[src/rtl/axis_master.sv]
// axis_master: single-beat AXI4-Stream master; defining AXIS_M_TKEEP_EN adds the tkeep output
module axis_master #(
    parameter int DATA_WIDTH = 32
) (
    input  logic                    aclk,
    input  logic                    areset,
    input  logic [DATA_WIDTH-1:0]   data,
    input  logic                    send,
    input  logic                    tready,
    output logic                    tvalid,
    output logic                    tlast,
    output logic [DATA_WIDTH-1:0]   tdata,
`ifdef AXIS_M_TKEEP_EN
    output logic [DATA_WIDTH/8-1:0] tkeep,
`endif
    output logic                    finish
);
    localparam logic [1:0] IDLE  = 2'd0;
    localparam logic [1:0] ARM   = 2'd1;
    localparam logic [1:0] LOAD  = 2'd2;
    localparam logic [1:0] VALID = 2'd3;

    logic [1:0]            state_q, state_d;
    logic                  send_q, pending_q, pending_d;
    logic                  tvalid_q, tvalid_d, finish_q, finish_d;
    logic [DATA_WIDTH-1:0] data_buf_q, data_buf_d, tdata_q, tdata_d;
    logic                  send_edge;

    always_comb begin
        send_edge  = send & ~send_q;
        // a second request while one is already queued is dropped, keeping the queued word
        data_buf_d = (send_edge && !(pending_q && state_q != IDLE)) ? data : data_buf_q;
        pending_d  = (state_q == IDLE) ? 1'b0 : (pending_q | send_edge);
        state_d    = state_q;
        tdata_d    = tdata_q;
        tvalid_d   = tvalid_q;
        finish_d   = 1'b0;
        case (state_q)
            IDLE:    state_d = (send_edge || pending_q) ? ARM : IDLE;
            ARM:     state_d = LOAD;
            LOAD: begin
                state_d  = VALID;
                tdata_d  = data_buf_q;
                tvalid_d = 1'b1;
            end
            default: if (tready) begin
                state_d  = IDLE;
                tvalid_d = 1'b0;
                finish_d = 1'b1;
            end
        endcase
    end

    always_ff @(posedge aclk) begin
        if (areset) begin
            state_q    <= IDLE;
            send_q     <= 1'b0;
            pending_q  <= 1'b0;
            data_buf_q <= '0;
            tdata_q    <= '0;
            tvalid_q   <= 1'b0;
            finish_q   <= 1'b0;
        end else begin
            state_q    <= state_d;
            send_q     <= send;
            pending_q  <= pending_d;
            data_buf_q <= data_buf_d;
            tdata_q    <= tdata_d;
            tvalid_q   <= tvalid_d;
            finish_q   <= finish_d;
        end
    end

    assign tvalid = tvalid_q;
    assign tlast  = tvalid_q;
    assign tdata  = tdata_q;
    assign finish = finish_q;
`ifdef AXIS_M_TKEEP_EN
    assign tkeep  = {(DATA_WIDTH/8){tvalid_q}};
`endif
endmodule

[config.mk]
export PLATFORM = sky130hd
export DESIGN_NAME = axis_master
export DESIGN_NICKNAME = d
export VERILOG_FILES = /design/src/rtl/axis_master.sv
export SDC_FILE = /design/constraint.sdc
export NUM_CORES = 1
export LEC_CHECK = 0
export BUFFER_PORTS_ARGS = -buffer_cell sky130_fd_sc_hd__buf_2
export CAP_MARGIN = 20
export CORE_ASPECT_RATIO = 0.75
export CORE_MARGIN = 4
export CORE_UTILIZATION = 46
export CTS_CLUSTER_DIAMETER = 150
export DETAILED_ROUTE_END_ITERATION = 10
export GPL_ROUTABILITY_DRIVEN = 0
export MAX_ROUTING_LAYER = met4
export PLACE_DENSITY = 0.74
export SKIP_LAST_GASP = 1
export SYNTH_ARGS = -nofsm -noshare
export SYNTH_HDL_FRONTEND = slang
export SYNTH_SLANG_ARGS = --single-unit
[constraint.sdc]
create_clock -name aclk -period 1.7 [get_ports aclk]
set_clock_uncertainty 0.15 [all_clocks]
set_input_delay 0.17 -clock aclk [delete_from_list [all_inputs] [get_ports aclk]]
set_output_delay 0.17 -clock aclk [all_outputs]
set_load 0.05 [all_outputs]
==> impl_results.md, run 1 <==
* Post-synthesis cell count at ~280
* Synth top area share at 0.537
* Vias in the first global route at 2240
* Drt wl/cell at between 10 and 15 um
* NumNets Final at 422
* Largest area contributor in the netlist: dfxtp_1
* FMAX at 606 MHz
* Cell Pwr Density at 1120 nW/um^2
* # IOs at roughly 70
* Drt drc at 0
* Largest cells by area after synthesis: dfxtp_1, mux2i_1, a21oi_1
* Final period util at 0.971
* Commonest cells in the netlist: dfxtp_1, nor2_1, a21oi_1, mux2i_1
* CTS buffer count at 9
* Tot GR Track Use at 0.205
* Setup violators final at 0
* Routed wire length at between 6000 and 7000 um
* Area delta synth->final at 39.0%
* Worst-Skew Late Latency at roughly 0.34 ns
* Initial core utilization at 0.482
* Final ANT Viol Nets at 0
* Die width at 95.0 um
* CP Class: reg -> reg
* Placement-stage cell area at 3080 um^2
* Share of layout cells above drive strength 1 at 0.276
* Min-delay src: areset
* Status: completed
* Setup WS pre-CTS at 0.0127 ns
* Die height at 73.2 um
* Antenna diodes at 0
* Post-Layout Cell Count at 463
* Final worst-path setup slack at 0.0488 ns
* FF-to-FF Start: state_q[0]
* Pre-antenna DRT Iters at 4
* Peak VDD IR at roughly 0.63 mV
* DRT iter0 DRCs at 123
* Initial antenna violation count at 0
* Placed insts at just over 400
* Cell Area, Synth at 2610 um^2
* MaxCap Viol Count at 0
* Top-count cell post-synth: dfxtp_1
* First-pass GRT wire length at between 10000 and 15000 um
* Worst-path cell chain: inv_2, ha_4, or4_4, a311oi_2
* Measured slew at the worst slew-check pin at 0.510 ns
* Seq/Total Area, Yosys at 0.537
* Max stage delay on crit path at 0.56 ns
* Setup crit start: state_q[0]
* Seq cells post-synth at 70
* Total Die Area at a little under 7000 um^2
* Largest net degree at the start of global routing at 35
* Detail Placement HPWL at 3880 um
* Ys Warns at 0
* Min Tclk post-route at 1.65 ns
* CTS Sinks at 70
* CTS clk-pin slew, worst paths at approximately 0.07 ns
* Critical Path RT at about 1.8 ns
* Synth unique cells at 22
* H-tree depth at 3
* HP Class: in -> reg
* Crit path launch type: register
* Worst Setup End Kind: register
* IO Port Bufs at 70
* Via/cell ratio at just over 5
* Placeable core region at 5410 um^2
* Critical path's slowest cell: or4_4
* Row count at 23
* CTS tree: built
* RSZ-0062 raised after global routing: yes
* Leak at 1.52 nW
* Worst rel slew slack at 0.660
* Ys async rst share at 0
* Worst Path Arrival at 1.74 ns
* Root Buffer: clkbuf_8
* Postcts setup bufs at 0
* Finished Cell Area at 3630 um^2
* Longest Clk Path Bufs at 2
* Final Hold Viols at 0
* Worst Path Max Fanout at 3
* Synth Flop Type: dfxtp_1
* Number of synthesized flops with an enable pin at 0
* Syn nets at 320
* Via count at about 2300
* Total Neg Setup Slack at 0 ns
* GR Overflow Total at 0
* Max-slew violations at 0
* Synth Area per Inst at 9.28 um^2
## metrics by stage
stage | power, mW | hold slack [ns] | util
floorplan | 2.52 | 0.148 | -
global placement | 2.75 | 0.258 | 0.570
detailed placement | 2.77 | 0.268 | 0.570
CTS | 4.09 | 0.119 | 0.667
global route | 4.27 | 0.134 | 0.670
finish | 4.07 | 0.136 | 0.670
## per-layer routing
layer / track usage / up-vias / share of wire
met1: 0.240 / 1089 / 0.43
met4: 0.102 / 0 / 0.0099
met3: 0.0680 / 8 / 0.063
met5: - / - / 0
li1: - / 1171 / -
met2: 0.316 / 70 / 0.50
## cell type report
cell class	count	area, um^2
Sequential cell	70	1400
Clock inverter	4	47.5
Inverter	3	11.3
Tap cell	75	93.8
Clock buffer	12	135
Timing Repair Buffer	117	830
Fill cell	432	1780
Multi-Input combinational cell	182	1100
## registers in the layout (all words and copies together), names as in the netlist
register and cells:
data_buf_q 32, finish 1, pending_q 1, send_q 1, state_q 2, tdata 32
tlast 1
## critical path, delay by kind of cell, from the launching register on
family	cells	cell delay (ns)
AND/OR/NAND/NOR	1	0.56
AO/OA/AOI/OAI	1	0.27
adder cells (fa/ha/maj)	1	0.15
flip-flops	1	0.36
buffers and inverters	1	0.07
## timing repair
action / CTS / global route
hold endpoints to repair: 34 / 0
endpoints found under the setup margin: 2 / 28
hold buffers: 34 / 0
pin swaps: 0 / 3
gates resized for setup: 1 / 7
## cells in the final DEF, fill, tap and decap left out, drive strengths merged, types with 12 or more instances in the layout
master	Yosys	routed
o21ai	32	32
a21oi	33	33
clkbuf	19	12
buf	7	83
nand3	32	32
dfxtp	70	70
nor2	36	36
mux2i	33	33
dlygate4sd3	0	34
## logic make-up after synthesis
logic type | after synthesis | synth area share
and+or+nand+nor | 78 | 0.138
DFF | 70 | 0.537
AOI/OAI and AO/OA | 68 | 0.136
muxes | 33 | 0.127
buffers and inverters | 29 | 0.0480
adders and majority gates | 3 | 0.0144
## where the power goes
part	switching, mW	leakage (nW)	total [mW]	internal (mW)
registers	0.0683	0.571	1.84	1.77
logic	0.591	0.855	0.980	0.388
clock network	0.577	0.0904	1.25	0.674
## final timing paths
check                                       to  slack (ns)  cells past startpoint
worst max-delay path                state_q[0]        0.05                      4
worst min-delay path                 tdata[27]        0.14                      2
worst max register to register      state_q[0]        0.05                      4
worst min register to register  data_buf_q[12]        0.32                      2
Note: power is estimated with default switching activity, not from simulation.
==> run 2: changes to the inputs <==
==> constraint.sdc (replaced) <==
create_clock -name aclk -period 1.7 [get_ports aclk]
set_clock_uncertainty 0.15 [all_clocks]
set_input_delay 0.34 -clock aclk [delete_from_list [all_inputs] [get_ports aclk]]
set_output_delay 0.34 -clock aclk [all_outputs]
set_load 0.05 [all_outputs]
==> run 2 against run 1 <==
  * Sequential power about the same
  * Critical path depth unchanged
  * Worst hold slack worse by 0.037 ns
  * Global-route usage is 1.3 points lower
  * Power decreased by 2.5%
  * Via count down 5.0%
  * Sequential share of layout area is 3.8 points higher
  * Setup slack gained 0.0052 ns
  * Wire length shrank 7.6%
  * Utilization decreased by 6.0 points
==> impl_results.md, run 2 (synthesis results as in run 1) <==
* Setup violators final at 0 (unchanged)
* Routed wire length at 5980 um (-7.6%)
* Final ANT Viol Nets at 0 (unchanged)
* Hold WS at 0.0991 ns (-0.0372 ns)
* Peak VDD IR at 0.602 mV (-4.6%)
* Worst-Skew Late Latency at 0.33 ns (about the same)
* Placeable core region at 5410 um^2 (unchanged)
* Total Neg Setup Slack at 0 ns (unchanged)
* WP buf/inv at 1 (unchanged)
* IO Port Bufs at 70 (unchanged)
* Die width at 95.0 um (unchanged)
* Drt wl/cell at 13.9 um (-0.28%)
* Initial core utilization at 0.482 (unchanged)
* Critical path's slowest cell: or4_4
* Row count at 23 (unchanged)
* NumNets Final at 390 (-7.6%)
* Die height at 73.2 um (unchanged)
* Via/cell ratio at 5.18 (+2.6%)
* HP Class: in -> reg
* Antenna diodes at 0 (unchanged)
* Initial antenna violation count at 0 (unchanged)
* H-tree depth at 3 (unchanged)
* Post-Layout Cell Count at 429 (-7.3%)
* Most frequent cells in the layout: buf_2, dfxtp_1, nor2_1
* Final worst-path setup slack at 0.0540 ns (+0.00519 ns)
* Met1 usage in global routing at 0.247 (+0.00725)
* Largest net degree at the start of global routing at 35 (unchanged)
* Max-slew violations at 0 (unchanged)
* Measured slew at the worst slew-check pin at 0.317 ns (-0.192 ns)
* Share of layout cells above drive strength 1 at 0.308 (+0.0321)
* Placement-stage cell area at 3080 um^2 (-0.16%)
* Worst Path Arrival at 1.73 ns (about the same)
* Final Hold Viols at 0 (unchanged)
* Cell family contributing the most delay on the critical path: simple AND/OR/NAND/NOR gates
* Leak at 1.39 nW (-8.4%)
* Status: completed
* Tot GR Track Use at 0.192 (-0.0126)
* Footprint of the multi-input gates at 1110 um^2 (+0.45%)
* Worst Reg2Reg Path Length in Cells at 4 (unchanged)
* Final period util at 0.968 (-0.00305)
* Via count at 2222 (-5.0%)
* Grt peak-use layer: met2
* First-pass GRT wire length at 9960 um (-5.3%)
* Longest Clk Path Bufs at 2 (unchanged)
* Critical Path RT at 1.78 ns (about the same)
* GR Layer Usage met3 at 0.0536 (-0.0144)
* CTS buffer count at 9 (unchanged)
* Worst Setup End Kind: register
* CTS clk-pin slew, worst paths at 0.07 ns (about the same)
* Drt drc at 0 (unchanged)
* Min Tclk post-route at 1.65 ns (-0.00519 ns)
* Met2 Resource Use GR at 0.290 (-0.0266)
* Root Buffer: clkbuf_8
* Placed insts at 414 (+0.24%)
* Pre-antenna DRT Iters at 4 (unchanged)
* GR Overflow Total at 0 (unchanged)
* CTS tree: built
* Worst Hold Depth at 2 (unchanged)
* Worst-path cell chain: inv_2, ha_4, or4_4, a311oi_2
* Hold-fix buffers, CTS at 0 (-100%)
* CP Class: reg -> reg
* Most common cell after layout, fill and taps aside: buf_2
* CTS Sinks at 70 (unchanged)
* Crit path launch type: register
* Instance count on the critical path at 4 (unchanged)
* Detail Placement HPWL at 3940 um (+1.3%)
* Worst Path Max Fanout at 3 (unchanged)
* Max stage delay on crit path at 0.57 ns (about the same)
* FMAX at 608 MHz (+0.32%)
* Worst rel slew slack at 0.788 (+0.128)
* DRT iter0 DRCs at 114 (-7.3%)
* Reg area at 1400 um^2 (unchanged)
* Area delta synth->final at 26.5%
* MaxCap Viol Count at 0 (unchanged)
* Total Die Area at 6950 um^2 (unchanged)
* Setup WS pre-CTS at -0.00617 ns (-0.0189 ns)
* Finished Cell Area at 3300 um^2 (-9.0%)
* Vias in the first global route at 2125 (-5.1%)
* # IOs at 71 (unchanged)
* Cell Pwr Density at 1200 nW/um^2 (+7.1%)
* Fill cells at 502 (+16%)
## run 2: changes by cell type in the layout (fill, tap and decap cells not counted), sizes merged
cell / previous run / this run
clkinvlp: 1 / 0
buf: 83 / 85
clkbuf: 12 / 13
dlygate4sd3: 34 / 0
clkinv: 2 / 1
bufinv: 1 / 0
## run 2: layout make-up
type	instances	share of cell area
timing repair buffer	85	0.154
multi-input combinational	182	0.336
clock buffer	13	0.0512
tap	75	0.0284
clock inverter	1	0.00152
inverter	3	0.00341
sequential	70	0.425
## run 2: through the flow
step | utilization | power (mW)
after floorplan | - | 2.52
after global placement | 0.569 | 2.75
after detailed placement | 0.569 | 2.77
after CTS | 0.602 | 3.96
after global routing | 0.610 | 4.16
final | 0.610 | 3.97
## run 2: worst paths after layout
| path | start | slack (ns) | end |
|---|---|---|---|
| max | state_q[0] | 0.05 | state_q[0] |
| min | send | 0.1 | send_q |
| max reg2reg | state_q[0] | 0.05 | state_q[0] |
| min reg2reg | data_buf_q[5] | 0.32 | data_buf_q[5] |
## run 2: timing repair
action                     CTS  global route
buffers inserted             0             1
cloned                       0             0
gates resized for setup      2            11
setup endpoints to repair    1            28
pin swaps                    0             1
## run 2: power by group
part           internal [mW]  switching, mW
clock                  0.632          0.546
sequential              1.77         0.0659
combinational          0.355          0.598
total                   2.76           1.21
## run 2: worst reg2reg max path, cell delays in order, from the launching register on
cell and delay, ns:
dfxtp_2 0.35, inv_2 0.06, ha_4 0.16, or4_4 0.57, a311oi_2 0.27
## run 2: per-layer routing
layer	vias to the layer above	wire length (um)
met5	-	0
met4	0	78
met3	7	435
met2	73	2800
met1	1030	2670
li1	1112	-
==> run 3: changes to the inputs <==
--- a/config.mk
+++ b/config.mk
@@ -7,7 +7,7 @@
 export LEC_CHECK = 0
 export BUFFER_PORTS_ARGS = -buffer_cell sky130_fd_sc_hd__buf_2
 export CAP_MARGIN = 20
-export CORE_ASPECT_RATIO = 0.75
+export CORE_ASPECT_RATIO = 0.7
 export CORE_MARGIN = 4
 export CORE_UTILIZATION = 46
 export CTS_CLUSTER_DIAMETER = 150
==> run 3 against run 2 <==
  * Worst hold slack improved by 0.012 ns
  * Cell area fell by 0.15%
  * Die area barely moved
  * Fmax barely moved
  * Wire length rose by 0.30%
  * Via count fell by 2.3%
  * Clock power fell by 3%
  * Global-route usage fell by 0.84 points
  * Utilization rose by 0.39 points
==> impl_results.md, run 3 (synthesis results as in run 1) <==
* Largest net degree at the start of global routing at 33 (-5.7%)
* Detail Placement HPWL at 4130 um (+5.0%)
* CTS Sinks at 70 (unchanged)
* FMAX at 608 MHz (about the same)
* CTS tree: built
* Status: completed
* Antenna diodes at 0 (unchanged)
* HP Class: in -> reg
* Drt wl/cell at 14.0 um (+0.54%)
* Final worst-path setup slack at 0.0551 ns (+0.00109 ns)
* Hold-fix buffers, CTS at 0 (unchanged)
* Critical Path RT at 1.77 ns (about the same)
* Initial antenna violation count at 0 (unchanged)
* Worst Setup End Kind: register
* Total Neg Setup Slack at 0 ns (unchanged)
* Measured slew at the worst slew-check pin at 0.372 ns (+0.0544 ns)
* Hold WS at 0.111 ns (+0.0120 ns)
* Final Hold Viols at 0 (unchanged)
* Initial core utilization at 0.486 (+0.00382)
* Cell Pwr Density at 1190 nW/um^2 (-0.86%)
* FF-to-FF Start: state_q[0]
* Total power at 3.93 mW (-1.0%)
* H-tree depth at 3 (unchanged)
* Most frequent cells in the layout: buf_2, dfxtp_1, nor2_1
* Via/cell ratio at 5.07 (-2.0%)
* Min-delay src: data[24]
* Die width at 98.0 um (+3.2%)
* Routed wire length at 6000 um (+0.30%)
* DRT iter0 DRCs at 132 (+16%)
* Setup violators final at 0 (unchanged)
* Placement-stage cell area at 3080 um^2 (about the same)
* Most common cell after layout, fill and taps aside: buf_2
* Peak VDD IR at 0.559 mV (-7.1%)
* Max-slew violations at 0 (unchanged)
* Vias in the first global route at 2214 (+4.2%)
* Die height at 71.0 um (-3.0%)
* # IOs at 71 (unchanged)
* Longest Clk Path Bufs at 2 (unchanged)
* Final ANT Viol Nets at 0 (unchanged)
* Share of layout cells above drive strength 1 at 0.306 (-0.00173)
* Min Tclk post-route at 1.64 ns (-0.00109 ns)
* Worst Path Max Fanout at 3 (unchanged)
* Via count at 2172 (-2.3%)
* Setup WS pre-CTS at -0.0295 ns (-0.0233 ns)
* Postcts setup bufs at 0 (unchanged)
* Root Buffer: clkbuf_8
* Pre-antenna DRT Iters at 4 (unchanged)
* GR Overflow Total at 0 (unchanged)
* Drt drc at 0 (unchanged)
* Row count at 22 (-4.3%)
* Crit path launch type: register
* First-pass GRT wire length at 10200 um (+2.4%)
* Total Die Area at 6960 um^2 (about the same)
* MaxCap Viol Count at 0 (unchanged)
* Tot GR Track Use at 0.184 (-0.00836)
* Final period util at 0.968 (about the same)
* Area delta synth->final at 26.3%
* Placeable core region at 5370 um^2 (-0.79%)
* CTS buffer count at 9 (unchanged)
* Leak at 1.38 nW (-0.30%)
* NumNets Final at 391 (+0.26%)
* Worst Path Arrival at 1.72 ns (about the same)
* CP Class: reg -> reg
* Setup crit start: state_q[0]
* CTS clk-pin slew, worst paths at 0.07 ns (about the same)
* Worst-Skew Late Latency at 0.32 ns (about the same)
* Worst rel slew slack at 0.752 (-0.0363)
* IO Port Bufs at 70 (unchanged)
* Finished Cell Area at 3300 um^2 (-0.15%)
[run 3: cell count changes in the layout (fill, tap and decap cells not counted), sizes merged]
cell | previous run | this run
buf | 85 | 86
clkbuf | 13 | 14
[run 3: layout make-up]
cell class / count / area (um^2)
sequential: 70 / 1410
clock inverter: 1 / 5.00
timing repair buffer: 86 / 507
fill: 504 / 2070
tap: 72 / 90.1
inverter: 3 / 13.8
clock buffer: 14 / 163
multi-input combinational: 182 / 1110
[run 3: metrics by stage]
stage	std cells	util
after floorplan	281	-
after detailed placement	413	0.573
after global routing	428	0.614
after CTS	428	0.605
final	428	0.614
after global placement	413	0.573
[run 3: per-layer routing]
metal,GRT usage,part of all wire,wire length (um)
met1,0.231,0.46,2790
met2,0.287,0.47,2820
met3,0.0532,0.059,354
met4,0.0568,0.0062,37
met5,-,0,0
[run 3: path summary, 6_finish.rpt]
check	endpoint	slack (ns)	cells past startpoint
worst max register to register	state_q[0]	0.06	4
worst min-delay path	data_buf_q[24]	0.11	3
worst min register to register	data_buf_q[1]	0.33	2
worst max-delay path	state_q[0]	0.06	4
[run 3: worst max-delay path, cell delays in order, from the launching register on]
cell and delay (ns):
dfxtp_4 0.38, inv_4 0.05, ha_4 0.15, or4_4 0.56
a311oi_2 0.26
[run 3: timing repair]
action                     in CTS  in global routing
gates resized for setup         2                 14
setup endpoints to repair       2                 40
cloned                          0                  0
pin swaps                       1                  3
[run 3: report_power, final]
group	internal, mW	leakage (nW)	switching (mW)
Combinational	0.352	0.726	0.585
Sequential	1.77	0.571	0.0737
Clock	0.602	0.0865	0.542
